**src/rtl/pipe_ctrl_pkg.sv**
```systemverilog
// ============================================================================
// Module   : pipe_ctrl_pkg
// Brief    : Shared types and constants for the pipeline control slice.
// Revision : 1.0 - initial release
// ============================================================================
`default_nettype none

package pipe_ctrl_pkg;

    typedef enum logic [1:0] {
        RUN      = 2'd0,
        LU_STALL = 2'd1,
        MEM_WAIT = 2'd2
    } hz_state_t;

    localparam logic [31:0] NOP_INST = 32'h00000013;
    localparam int          REG_X0   = 0;

endpackage

`default_nettype wire

```
**src/rtl/hz_load_use_detect.sv**
```systemverilog
// ============================================================================
// Module   : hz_load_use_detect
// Brief    : Combinational load-use hazard comparator (x0 never hazards).
// Revision : 1.0 - initial release
// ============================================================================
`default_nettype none

module hz_load_use_detect
    import pipe_ctrl_pkg::*;
#(
    parameter int REG_AW = 5
) (
    input  logic [REG_AW-1:0] id_rs1_i,
    input  logic [REG_AW-1:0] id_rs2_i,
    input  logic              id_use_rs1_i,
    input  logic              id_use_rs2_i,
    input  logic [REG_AW-1:0] ex_rd_i,
    input  logic              ex_is_load_i,
    output logic              lu_hit_o
);

    logic w_rd_live;
    logic w_rs1_match;
    logic w_rs2_match;

    assign w_rd_live   = (ex_rd_i != REG_AW'(REG_X0));
    assign w_rs1_match = id_use_rs1_i && (id_rs1_i == ex_rd_i);
    assign w_rs2_match = id_use_rs2_i && (id_rs2_i == ex_rd_i);
    assign lu_hit_o    = ex_is_load_i && w_rd_live && (w_rs1_match || w_rs2_match);

endmodule

`default_nettype wire

```
**src/rtl/pipe_hazard_ctrl.sv**
```systemverilog
// ============================================================================
// Module   : pipe_hazard_ctrl
// Brief    : Stall/flush sequencer for the 5-stage pipeline. Optional
//            performance counters enabled by macro HAZARD_PERF_CNT_EN.
// Revision : 1.0 - initial release
// ============================================================================
`default_nettype none

module pipe_hazard_ctrl
    import pipe_ctrl_pkg::*;
#(
    parameter int LU_CYCLES = 1,
    parameter int REG_AW    = 5
) (
    input  logic              clk,
    input  logic              rst,
    input  logic [REG_AW-1:0] id_rs1,
    input  logic [REG_AW-1:0] id_rs2,
    input  logic              id_use_rs1,
    input  logic              id_use_rs2,
    input  logic [REG_AW-1:0] ex_rd,
    input  logic              ex_is_load,
    input  logic              ex_jb,
    input  logic              mem_req,
    input  logic              mem_ready,
    output logic              pc_stall,
    output logic              d_stall,
    output logic              d_flush,
    output logic              e_stall,
    output logic              e_flush,
    output logic              m_stall,
    output logic              busy
`ifdef HAZARD_PERF_CNT_EN
    ,
    output logic [31:0]       lu_bubble_cnt,
    output logic [31:0]       flush_cnt,
    output logic [31:0]       memwait_cnt
`endif
);

    localparam logic [1:0] LU_RELOAD = 2'(LU_CYCLES - 1);

    hz_state_t  state_q, state_d;
    hz_state_t  ret_q, ret_d;
    hz_state_t  w_eff;
    logic [1:0] lu_cnt_q, lu_cnt_d;

    logic w_mem_hold;
    logic w_lu_hit;
    logic w_pc_stall, w_d_stall, w_d_flush;
    logic w_e_stall, w_e_flush, w_m_stall;

    assign w_mem_hold = mem_req && !mem_ready;

    hz_load_use_detect #(
        .REG_AW       (REG_AW)
    ) u_lu_detect (
        .id_rs1_i     (id_rs1),
        .id_rs2_i     (id_rs2),
        .id_use_rs1_i (id_use_rs1),
        .id_use_rs2_i (id_use_rs2),
        .ex_rd_i      (ex_rd),
        .ex_is_load_i (ex_is_load),
        .lu_hit_o     (w_lu_hit)
    );

    // The cycle mem_hold drops, MEM_WAIT acts as the state it interrupted so
    // the pipeline never sees an unguarded gap between wait and resumption.
    always_comb begin
        state_d    = state_q;
        ret_d      = ret_q;
        lu_cnt_d   = lu_cnt_q;
        w_pc_stall = 1'b0;
        w_d_stall  = 1'b0;
        w_d_flush  = 1'b0;
        w_e_stall  = 1'b0;
        w_e_flush  = 1'b0;
        w_m_stall  = 1'b0;
        w_eff      = (state_q == MEM_WAIT) ? ret_q : state_q;

        if (w_mem_hold) begin
            w_pc_stall = 1'b1;
            w_d_stall  = 1'b1;
            w_e_stall  = 1'b1;
            w_m_stall  = 1'b1;
            if (state_q != MEM_WAIT) begin
                ret_d = state_q;
            end
            state_d = MEM_WAIT;
        end else begin
            state_d = w_eff;
            case (w_eff)
                LU_STALL: begin
                    w_pc_stall = 1'b1;
                    w_d_stall  = 1'b1;
                    w_e_flush  = 1'b1;
                    lu_cnt_d   = lu_cnt_q - 2'd1;
                    if (lu_cnt_q == 2'd1) begin
                        state_d = RUN;
                    end
                end
                default: begin
                    if (ex_jb) begin
                        w_d_flush = 1'b1;
                        w_e_flush = 1'b1;
                    end else if (w_lu_hit) begin
                        w_pc_stall = 1'b1;
                        w_d_stall  = 1'b1;
                        w_e_flush  = 1'b1;
                        if (LU_CYCLES > 1) begin
                            lu_cnt_d = LU_RELOAD;
                            state_d  = LU_STALL;
                        end
                    end
                end
            endcase
        end
    end

    always_ff @(posedge clk) begin
        if (rst) begin
            state_q  <= RUN;
            ret_q    <= RUN;
            lu_cnt_q <= 2'd0;
        end else begin
            state_q  <= state_d;
            ret_q    <= ret_d;
            lu_cnt_q <= lu_cnt_d;
        end
    end

    assign pc_stall = w_pc_stall && !rst;
    assign d_stall  = w_d_stall  && !rst;
    assign d_flush  = w_d_flush  && !rst;
    assign e_stall  = w_e_stall  && !rst;
    assign e_flush  = w_e_flush  && !rst;
    assign m_stall  = w_m_stall  && !rst;
    assign busy     = (state_q != RUN) && !rst;

`ifdef HAZARD_PERF_CNT_EN
    logic [31:0] lu_bubble_q;
    logic [31:0] flush_q;
    logic [31:0] memwait_q;

    // A load-use bubble is any E flush not caused by a branch.
    always_ff @(posedge clk) begin
        if (rst) begin
            lu_bubble_q <= 32'd0;
            flush_q     <= 32'd0;
            memwait_q   <= 32'd0;
        end else begin
            if (w_e_flush && !w_d_flush && (lu_bubble_q != 32'hFFFF_FFFF)) begin
                lu_bubble_q <= lu_bubble_q + 32'd1;
            end
            if (w_d_flush && (flush_q != 32'hFFFF_FFFF)) begin
                flush_q <= flush_q + 32'd1;
            end
            if (w_mem_hold && (memwait_q != 32'hFFFF_FFFF)) begin
                memwait_q <= memwait_q + 32'd1;
            end
        end
    end

    assign lu_bubble_cnt = lu_bubble_q;
    assign flush_cnt     = flush_q;
    assign memwait_cnt   = memwait_q;
`endif

endmodule

`default_nettype wire
```
**config.mk**
```make
export PLATFORM = sky130hd
export DESIGN_NAME = pipe_hazard_ctrl
export DESIGN_NICKNAME = d
export VERILOG_FILES = /design/src/rtl/pipe_ctrl_pkg.sv /design/src/rtl/hz_load_use_detect.sv /design/src/rtl/pipe_hazard_ctrl.sv
export SDC_FILE = /design/constraint.sdc
export NUM_CORES = 1
export LEC_CHECK = 0
export ABC_AREA = 1
export CAP_MARGIN = 10
export CORE_MARGIN = 4
export CORE_UTILIZATION = 34
export CTS_CLUSTER_DIAMETER = 40
export DETAILED_ROUTE_END_ITERATION = 7
export GPL_TIMING_DRIVEN = 0
export MAX_ROUTING_LAYER = met4
export PLACE_DENSITY = 0.84
export SLEW_MARGIN = 10
export SYNTH_ARGS = -nofsm -noshare
export SYNTH_HDL_FRONTEND = slang
export SYNTH_SLANG_ARGS = --single-unit
```
**constraint.sdc**
```tcl
create_clock -name clk -period 1.2 [get_ports clk]
set_input_delay 0.24 -clock clk [delete_from_list [all_inputs] [get_ports clk]]
set_output_delay 0.24 -clock clk [all_outputs]
set_load 0.03 [all_outputs]
```
==> qor.yml <==
status:
  status: "finished, violations left"
  violations: "negative setup slack"
global_route:
  grt_max_degree: 7
  antenna_found_initial: 0
  overflow: 0
  grt_pass1_wl_mm: 2.60
  grt_usage_pct: 16.4
  grt_pass1_vias: 631
yosys:
  ys_seq_area_share_pct: 21.8
  synth_area_per_cell_um2: 5.46
  syn_area_um2: 552
  synth_top_cell_area_share_pct: 21.8
  syn_nets: 125
  synth_warnings: 0
  yosysUniqueCellTypes: 19
  synth_cells: 101
  yosys.area.top_type: "dfxtp_1"
  yosys-top-cells-area: "dfxtp_1, nand2_1, inv_1"
  ys_seq_elements: 6
timing:
  fmax_ghz: 0.632
  drv_slew: 0
  maxSlewHeadroom_pct: 84.5
  setup_viol: 5
  setup_slack_ns: -0.383
  fin_crit_sh_pct: 132
  worst_pin_slew_ns: 0.232
  finalCriticalPeriod_ns: 1.58
  final-hold-violation-count: 0
  rsz0062_at_grt: "true"
  fin_tns_setup_ns: -1.57
  fin_skew_ns: 0.0141
finish:
  antenna_cells: 0
  stdcell_count: 155
  layout-drive-gt1-share_pct: 53.2
  synthToLayoutAreaGrowth_pct: 81.4
  final_cell_area_mm2: 0.00100
  layout_commonest_cell: "nand2_1"
  layout.nets: 165
  final_cell_mix: "nand2_1, inv_1, clkbuf_2"
pwr:
  p_int_mw: 0.415
  pwr_density_cell_mw_per_mm2: 631
  power_frac_comb_pct: 37.4
  p_leak_nw: 0.511
  sequentialPowerShare_pct: 31.7
  net-switching-power_mw: 0.216
  swShare_pct: 34.3
  p_clk_share_pct: 30.9
  irDropWorstVdd_uv: 661
worst_setup_path:
  cp_slowest_cell: "a21oi_4"
  critPathKind: "in -> out"
  cpPeakStageDelay_ns: 0.19
  cp.required_ns: 0.96
  path_cells: "clkbuf_4 > inv_8 > nand2_2 > nand2_1 > nor2_1 > nand3_1 > nand2_2 > nand3_2 > a21oi_4 > buf_6 > buf_6"
  cp-end-kind: "output pin"
  cp-start-kind: "input pin"
  cp_max_fo: 4
  cp.arrival_ns: 1.34
clock_network:
  cts_hold_buffers: 0
  clkTransAtPathRegs_ns: 0.05
  htree_levels: 1
  clk_latency_ns: 0.26
  cts_buffers: 3
  cts_max_path_buffers: 2
  cts_tree: "done"
  cts_sinks: 6
  cts_root_buffer: "clkbuf_4"
routing:
  drt-initial-drc-count: 14
  drt_wl_total_mm: 1.89
  vias: 732
  via_per_inst: 4.72
  routedWlPerCell_um: 12.2
  drc: 0
  dr.pass1.iters: 4
  ant_nets: 0
place:
  pre_cts_slack_ns: -1.39
  gp_congestion: 0.770
  portBuffers: 29
  dp_cells: 146
  place_area_um2: 928
  dp_hpwl_mm: 1.23
die:
  dieArea_mm2: 0.00233
  core_region_area_mm2: 0.00152
  start_util_pct: 36.2
  dieHeight_um: 48.3
  placementRows: 14
  die_w_um: 48.3
  pin_count: 30
min_path:
  worst_hold_path_type: "in -> reg"
run:
  drv_cap: 0
==> metrics by stage <==
stage	hold WS, ns	util, %	total power [mW]
6_report	0.306	65.7	0.631
5_1_grt	0.294	65.7	0.675
4_1_cts	0.317	65.4	0.636
3_5_place_dp	0.456	60.9	0.442
3_3_place_gp	0.446	60.9	0.439
2_1_floorplan	0.309	-	0.319
==> Yosys cell counts, drive strengths merged <==
cell / instances
o22ai: 1
nor3: 1
nand4: 1
a21oi: 9
dfxtp: 6
nand2: 33
a211oi: 1
nor2: 13
o21ai: 4
ha: 1
buf: 2
inv: 26
nand3: 3
==> worst paths after layout <==
path,startpoint,slack (ns),end,cells past startpoint
worst max-delay path,ex_rd[2],-0.38,pc_stall,11
worst min-delay path,rst,0.31,state_q[1],2
worst max register to register,state_q[0],0.03,lu_cnt_q[0],7
worst min register to register,lu_cnt_q[1],0.47,lu_cnt_q[1],2
==> cell type report <==
| type | count | area (um2) |
|---|---|---|
| well taps | 16 | 20.0 |
| clock buffers | 3 | 22.5 |
| fillers | 124 | 523 |
| multi-input cells | 67 | 415 |
| inverters | 26 | 133 |
| plain buffers | 2 | 22.5 |
| flip-flops and latches | 6 | 130 |
| repair buffers | 35 | 258 |
==> per-layer routing <==
layer | wire length [um] | track usage [%] | up-vias
met3 | 94 | 5.90 | 4
met1 | 750 | 17.4 | 329
met2 | 1010 | 28.6 | 19
li1 | - | - | 380
met5 | 0 | - | -
met4 | 34 | 4.30 | 0
==> kinds of logic after synthesis <==
kind of cell    Yosys count  synth area share [%]
simple gates             51                  39.2
buf+inv                  28                  20.4
compound gates           15                  16.3
flops                     6                  21.8
fa+ha+maj                 1                  2.27
==> flip-flops by register name, summed over array words and instances (netlist names) <==
register / count
state_q: 2
ret_q: 2
lu_cnt_q: 2
==> worst max-delay path: cells and delay by family <==
kind	cells	cell delay, ns
simple gates	6	0.49
buf+inv	4	0.43
compound gates	1	0.19
==> power groups by stage <==
stage / sequential [mW] / combinational (mW) / clock (mW)
floorplan: 0.206 / 0.113 / 0
global placement: 0.206 / 0.233 / 0
detailed placement: 0.206 / 0.236 / 0
CTS: 0.203 / 0.230 / 0.203
global route: 0.200 / 0.255 / 0.220
finish: 0.200 / 0.236 / 0.195
==> what timing repair did <==
item	in CTS	in global routing
cloned	0	0
pin swaps	16	22
gates resized for setup	105	43
setup endpoints to repair	8	6
endpoints found under the hold margin	0	0
buffers inserted	4	2
(Power assumes the default switching activity.)
